--- src/rtl/bits_decoder_pkg.sv ---
// Shared constants for the bit-serial stream decoder: stream error code,
// error-cause encodings and FSM state encodings.
package bits_decoder_pkg;

  // The serializer signals an upstream fault with an all-ones word. Callers
  // truncate this to their own WIDTH.
  localparam logic [63:0] ERRORCODE = '1;

  localparam logic [1:0] CAUSE_NONE    = 2'd0;
  localparam logic [1:0] CAUSE_BAD_POS = 2'd1;
  localparam logic [1:0] CAUSE_BAD_VAL = 2'd2;
  localparam logic [1:0] CAUSE_ERRCODE = 2'd3;

  typedef enum logic [1:0] {
    ST_IDLE    = 2'd0,
    ST_EXP_VAL = 2'd1,
    ST_EXP_POS = 2'd2,
    ST_ERR     = 2'd3
  } state_t;

endpackage

--- src/rtl/bits_decoder_check.sv ---
// Combinational classifier: judges one stream word against the expected
// position, or as a value, and flags the upstream error code.
module bits_decoder_check
  import bits_decoder_pkg::*;
#(
  parameter int WIDTH     = 32,
  parameter int LOG_WIDTH = 5
) (
  input  logic [WIDTH-1:0]     in_data,
  input  logic                 is_val,
  input  logic [LOG_WIDTH-1:0] exp_pos,
  output logic                 ok,
  output logic                 bad_pos,
  output logic                 bad_val,
  output logic                 is_errcode
);

  logic pos_match;
  logic val_ok;

  // Whole-word compares: stray upper bits are a protocol error.
  assign pos_match  = (in_data == WIDTH'(exp_pos));
  assign val_ok     = (in_data[WIDTH-1:1] == '0);
  assign is_errcode = (in_data == WIDTH'(ERRORCODE));

  assign bad_pos = !is_errcode && !is_val && !pos_match;
  assign bad_val = !is_errcode &&  is_val && !val_ok;
  assign ok      = !is_errcode && (is_val ? val_ok : pos_match);

endmodule

--- src/rtl/bits_decoder.sv ---
// Rebuilds WIDTH-bit words from a (position, value) pair stream, MSB first,
// with a sticky error on any protocol violation.
module bits_decoder
  import bits_decoder_pkg::*;
#(
  parameter int WIDTH     = 32,
  parameter int LOG_WIDTH = 5
) (
  input  logic             clk,
  input  logic             reset,
  input  logic [WIDTH-1:0] in_data,
  input  logic             in_nd,
  output logic [WIDTH-1:0] out_data,
  output logic             out_nd,
  output logic             busy,
  output logic             error,
  output logic [1:0]       err_cause
);

  state_t               state;
  logic [LOG_WIDTH-1:0] bit_pos;
  logic [WIDTH-1:0]     shift;
  logic [LOG_WIDTH-1:0] exp_pos;
  logic                 ok;
  logic                 bad_pos;
  logic                 bad_val;
  logic                 is_errcode;

  // bit_pos is never 0 in EXP_POS, so the decrement cannot wrap.
  assign exp_pos = (state == ST_IDLE) ? LOG_WIDTH'(WIDTH-1) : bit_pos - 1'b1;

  bits_decoder_check #(
    .WIDTH     (WIDTH),
    .LOG_WIDTH (LOG_WIDTH)
  ) u_check (
    .in_data    (in_data),
    .is_val     (state == ST_EXP_VAL),
    .exp_pos    (exp_pos),
    .ok         (ok),
    .bad_pos    (bad_pos),
    .bad_val    (bad_val),
    .is_errcode (is_errcode)
  );

  always_ff @(posedge clk or negedge reset) begin
    if (!reset) begin
      state     <= ST_IDLE;
      bit_pos   <= '0;
      shift     <= '0;
      out_data  <= '0;
      out_nd    <= 1'b0;
      busy      <= 1'b0;
      error     <= 1'b0;
      err_cause <= CAUSE_NONE;
    end else begin
      out_nd <= 1'b0;
      if (state != ST_ERR && in_nd) begin
        if (!ok) begin
          state     <= ST_ERR;
          busy      <= 1'b0;
          error     <= 1'b1;
          err_cause <= is_errcode ? CAUSE_ERRCODE :
                       bad_pos    ? CAUSE_BAD_POS :
                       bad_val    ? CAUSE_BAD_VAL : CAUSE_NONE;
        end else if (state == ST_EXP_VAL) begin
          shift[bit_pos] <= in_data[0];
          if (bit_pos == '0) begin
            // Bit 0 lands in shift this same edge, so splice it in directly.
            out_data <= {shift[WIDTH-1:1], in_data[0]};
            out_nd   <= 1'b1;
            busy     <= 1'b0;
            state    <= ST_IDLE;
          end else begin
            state <= ST_EXP_POS;
          end
        end else begin
          bit_pos <= in_data[LOG_WIDTH-1:0];
          busy    <= 1'b1;
          state   <= ST_EXP_VAL;
        end
      end
    end
  end

endmodule

--- config.mk ---
export PLATFORM = sky130hd
export DESIGN_NAME = bits_decoder
export DESIGN_NICKNAME = d
export VERILOG_FILES = /design/src/rtl/bits_decoder_pkg.sv /design/src/rtl/bits_decoder_check.sv /design/src/rtl/bits_decoder.sv
export SDC_FILE = /design/constraint.sdc
export NUM_CORES = 1
export LEC_CHECK = 0
export ABC_AREA = 1
export CAP_MARGIN = 20
export CORE_ASPECT_RATIO = 1.5
export CORE_MARGIN = 2
export CORE_UTILIZATION = 30
export CTS_BUF_LIST = sky130_fd_sc_hd__clkbuf_8
export CTS_CLUSTER_SIZE = 14
export DETAILED_ROUTE_END_ITERATION = 12
export GPL_TIMING_DRIVEN = 0
export PLACE_DENSITY = 0.54
export SETUP_SLACK_MARGIN = 0.15
export SYNTH_ARGS = -nofsm -noshare
export SYNTH_HDL_FRONTEND = slang
export SYNTH_SLANG_ARGS = --single-unit
--- constraint.sdc ---
create_clock -name clk -period 1.7 [get_ports clk]
set_input_delay 0.34 -clock clk [delete_from_list [all_inputs] [get_ports clk]]
set_output_delay 0.34 -clock clk [all_outputs]
set_load 0.05 [all_outputs]
* After elaboration in Yosys (flattened, before gate mapping)
Index checks and enable logic that the tools add are counted.
** Word-level totals
- Register bits after elaboration :: 76
- Input bits :: 35
- Logic and storage cells :: 55
** Cells by class
- Add/sub/neg operators :: 1
- Magnitude comparators :: 2
- Equal/unequal tests :: 5
- Muxes and demuxes :: 18
- Bitwise logic cells :: 2
- Reductions and logical operators :: 19
** Operator list (count)
- $bwmux 32 :: 1
- $eq 32x32->1 const B :: 1
- $eq 32x5->1 :: 1
- $logic_not 31->1 :: 1
- $mux 2 :: 6
- $mux 1 :: 9
- $logic_and 1x1->1 :: 7
- $lt 5x6->1 const B :: 1
- $reduce_and 3->1 :: 2
- $demux 1 s5 :: 1
- $ge 5x1->1 const B :: 1
- $logic_not 5->1 :: 1
- $mux 5 :: 1
- $sub 5x1->5 const B :: 1
- $logic_not 1->1 :: 4
- $reduce_and 2->1 :: 2
- $reduce_and 4->1 :: 1
- $ne 3x3->1 const B :: 1
- $eq 2x1->1 const B :: 1
- $logic_not 2->1 :: 1
- $ne 2x2->1 const B :: 1
- $not 1->1 :: 2

* Longest topological paths before layout
- Depth after elaboration :: 7
- Mapped depth :: 13

* By module
A second synthesis with hierarchy kept.
** Unflattened totals
- Cells, all modules :: 556
- Area, all modules :: 3948.8 µm²
** By module, submodules not included
- bits_decoder :: instances 1, cells each 436, area an instance 3469.6 µm², sequential area each 1876.8 µm²
- bits_decoder_check :: instances 1, cells each 120, area an instance 479.2 µm², sequential area each 0.0 µm²

* Least setup slack after synthesis
OpenSTA, ideal clock, no wires.
- Path type :: reg2reg
- Start point :: register bit_pos[0]
- End point :: register bit_pos[0]
- Arrival time :: 1.615 ns
- Path slack :: -0.037 ns
- Stages on the path, launching flop included :: 13
- Buffers on the path :: 1
- Clock period less this slack :: 1.737 ns
- Path through :: dfrtp_1 > inv_1 > ha_1 > buf_2 > nand2_1 > nand3_1 > nand2_1 > nand2_1 > nand2_1 > nor2_1 > nand3_2 > nand2_1 > o21ai_1
** Between the ends
- Cells in the longest elaborated chain, start to end :: 6
** Ends and longest elaborated chain
- start, declared :: line bits_decoder.sv:21 : logic [LOG_WIDTH-1:0] bit_pos;
- start signal, assigned :: line bits_decoder.sv:77 : bit_pos <= in_data[LOG_WIDTH-1:0];
- $sub 5x1->5 :: line bits_decoder.sv:30 : assign exp_pos = (state == ST_IDLE) ? LOG_WIDTH'(WIDTH-1) : bit_pos - 1'b1;
- $mux 5 :: line bits_decoder.sv:30
- $eq 32x5->1 :: line bits_decoder_check.sv:22 : assign pos_match = (in_data == WIDTH'(exp_pos));
- $mux 1 :: line bits_decoder_check.sv:28 : assign ok = !is_errcode && (is_val ? val_ok : pos_match);
- $logic_and 1x1->1 :: line bits_decoder_check.sv:28
- $reduce_and 3->1 (no line)
No other way between the ends.
A chain may end at the register's enable or synchronous reset.

* Worst setup path in the final report
- Start point :: register bit_pos[0]
- End point :: register out_nd
** Between the ends
- Cells in the longest elaborated chain, start to end :: 7
- Elaborated cells between the ends (all ways) :: 10
** Ends and longest elaborated chain
- $sub 5x1->5 :: line bits_decoder.sv:30
- $mux 5 :: line bits_decoder.sv:30
- $eq 32x5->1 :: line bits_decoder_check.sv:22
- $mux 1 :: line bits_decoder_check.sv:28
- $logic_and 1x1->1 :: line bits_decoder_check.sv:28
- $mux 1 * :: line bits_decoder.sv:58 : if (!ok) begin
- $mux 1 * :: line bits_decoder.sv:57 : if (state != ST_ERR && in_nd) begin
- end signal, assigned :: line bits_decoder.sv:51 : out_nd <= 1'b0;
- end signal, assigned :: line bits_decoder.sv:56 : out_nd <= 1'b0;
- end signal, assigned :: line bits_decoder.sv:70 : out_nd <= 1'b1;
- end, declared :: line bits_decoder.sv:14 : output logic out_nd,
Mark *: on every way between the ends. The rest lies on a longest branch, timed or not.

==> results.json <==
{
  "synth.yosys.seq_area_share_pct": 47.1,
  "grt_pass1_vias": 3480,
  "clk_path_buf_depth": 2,
  "cap_violations": 0,
  "dpl_worst_slack_ns": -0.576,
  "route.detailed.drc": 0,
  "port_buffers": 70,
  "ys_seq_elements": 75,
  "cp.arrival_ns": 1.97,
  "grt_pass1_wl_um": 16100,
  "rr_endpoint": "out_nd",
  "root_buffer": "clkbuf_8",
  "place_congestion": 0.786,
  "worst_ep_required_time_ns": 2.00,
  "ant_nets": 0,
  "num_rows": 51,
  "io_pins": 72,
  "rsz0062_at_grt": "true",
  "path_depth": 11,
  "routedWlPerCell_um": 12.8,
  "diodes": 0,
  "tightest_slew_ns": 0.488,
  "fmax_mhz": 596,
  "period_share_pct": 98.7,
  "yosysWarnings": 0,
  "slowest_stage": "dfrtp_2",
  "hold_violations": 0,
  "cts_sinks": 75,
  "postSynthCellCount": 488,
  "final_cell_mix": "121 x nand2_1, 71 x dfrtp_1, 41 x inv_1, 37 x o21ai_1, 36 x nor2_4",
  "p_leak_nw": 2.61,
  "die_height_um": 145,
  "final_common_cell": "nand2_1",
  "finalWorstSetupSlack_ns": 0.0218,
  "fin_cells": 766,
  "cts_tree": "yes",
  "drive_gt1_share_pct": 46.1,
  "dieWidth_um": 98.1,
  "skew_ns": 0.0107,
  "crit_end": "out_nd",
  "drt_iter0_drc": 145,
  "netlist_area_um2": 3980,
  "finalPower_mw": 3.77,
  "overflow": 0,
  "cp_top_family": "simple AND/OR/NAND/NOR gates",
  "drtPass1Iterations": 4,
  "initial_core_util_pct": 30.7,
  "netlist-cell-type-count": 27,
  "placedCellCount": 718,
  "slew_viol_final": 0,
  "status": "complete, no violations",
  "grt_max_degree": 42,
  "hold_ws_ns": 0.251,
  "startpoint": "bit_pos[0]",
  "antenna_found_initial": 0,
  "ir_drop_mv": 0.330,
  "vias": 3485,
  "hp-class": "in -> reg",
  "critPathBufInv": 2,
  "fin_crit_ns": 1.68,
  "dp_hpwl_um": 6860,
  "path_clk_slew_ns": 0.08,
  "grt.total_usage_pct": 13.9,
  "worstPathCellList": "inv_4 -> ha_4 -> buf_8 -> nand3_4 -> nand4_1 -> nand2_2 -> nor2_4 -> nand2_4 -> nand2_4 -> nand2_2 -> nor2_2",
  "startpoint_type": "flop",
  "area_growth_pct": 47.9,
  "timing.slew.headroom_pct": 67.5,
  "r2r_start": "bit_pos[0]",
  "max_stage_delay_ns": 0.44,
  "core_area_um2": 13000,
  "numCtsBuffers": 9,
  "syn_nets": 527,
  "num-nets-final": 641,
  "worst_skew_pair.late_latency_ns": 0.36,
  "critPathCaptureType": "flop",
  "wl_um": 9770,
  "cts_max_level": 3,
  "dieArea_um2": 14200,
  "reg2reg_slack_ns": 0.02,
  "critical_path_class": "reg -> reg",
  "setup_viol": 0,
  "avgViaCountPerCell": 4.55,
  "syn_avg_cell_area_um2": 8.16,
  "crit_fanout": 5,
  "power_density_nw_per_um2": 639,
  "r2r_cells": 11
}
power breakdown:
group / leakage (nW) / total (mW) / internal, mW / switching (mW)
clock network: 0.108 / 1.55 / 0.865 / 0.686
logic: 1.64 / 0.376 / 0.134 / 0.241
registers: 0.866 / 1.84 / 1.81 / 0.0296
total: 2.61 / 3.77 / 2.81 / 0.957
routing by layer:
layer | global-route usage, % | vias to the layer above | share of wire (%)
met2 | 26.2 | 69 | 57
met5 | 0 | - | 0
met3 | 2.94 | 11 | 3.6
met1 | 14.6 | 1652 | 38
met4 | 5.69 | 0 | 1.6
li1 | - | 1753 | -
stage by stage:
step / util, % / instance area, um2 / TNS [ns]
after floorplan: - / 4020 / 0
after global placement: 38.0 / 4920 / -209.80
after detailed placement: 38.1 / 4940 / -35.07
after CTS: 42.8 / 5550 / 0
after global routing: 45.5 / 5890 / -0.749
final: 45.5 / 5890 / 0
what timing repair did:
action	in CTS	in global routing
pin swaps	18	49
endpoints found under the hold margin	34	0
gates resized for setup	195	177
cloned	3	5
hold buffers	1	0
setup buffers	14	9
endpoints found under the setup margin	111	76
flip-flops by register name, summed over array words and instances, names as in the netlist:
name,count
error,1
busy,1
shift,31
state,2
out_data,32
err_cause,2
out_nd,1
bit_pos,5
Yosys cell counts:
library cell | count | area (um2)
a21boi_0 | 1 | 7.51
a21oi_1 | 3 | 15.0
a21oi_2 | 1 | 8.76
buf_1 | 3 | 11.3
buf_2 | 6 | 30.0
buf_4 | 2 | 15.0
buf_6 | 8 | 90.1
dfrtp_1 | 75 | 1880
ha_1 | 4 | 50.1
inv_1 | 48 | 180
inv_2 | 4 | 15.0
nand2_1 | 164 | 616
nand2_2 | 1 | 6.26
nand2_4 | 1 | 11.3
nand3_1 | 8 | 40.0
nand3_2 | 3 | 30.0
nand3_4 | 1 | 17.5
nand4_1 | 3 | 18.8
nand4_4 | 1 | 21.3
nor2_1 | 40 | 150
nor2_2 | 2 | 12.5
nor2_4 | 32 | 360
nor3_1 | 6 | 30.0
o21ai_0 | 32 | 160
o21ai_1 | 35 | 175
o21ai_2 | 3 | 26.3
or2_0 | 1 | 6.26
tightest hold or removal path, cell delays in order:
cell and delay [ns]:
buf_6 0.11, inv_1 0.06, o21ai_1 0.07
worst min path at each step:
stage	start	to	slack (ns)	cells after the start
floorplan	reset	bit_pos[0]	0.04	0
CTS	in_data[0]	bit_pos[0]	0.37	3
detailed placement	reset	shift[5]	0.34	1
finish	in_data[1]	bit_pos[1]	0.25	3
global route	in_data[1]	bit_pos[1]	0.26	3
global placement	error	error	0.46	2
kinds of logic (layout without fill, tap and decap cells):
logic type	Yosys count	after routing	synth area share, %
flops	75	75	47.1
simple gates	263	264	33.2
fa+ha+maj	4	4	1.26
buf+inv	71	189	8.58
compound gates	75	75	9.87
final cells by class:
cell class	instances	area [um2]
Multi-Input combinational cell	343	2160
Timing Repair Buffer	102	995
Sequential cell	75	1880
Clock buffer	10	138
Tap cell	159	199
Inverter	52	200
Fill cell	1266	7060
Buffer	19	230
Clock inverter	6	88.8
Power figures use the tool's default switching activity.
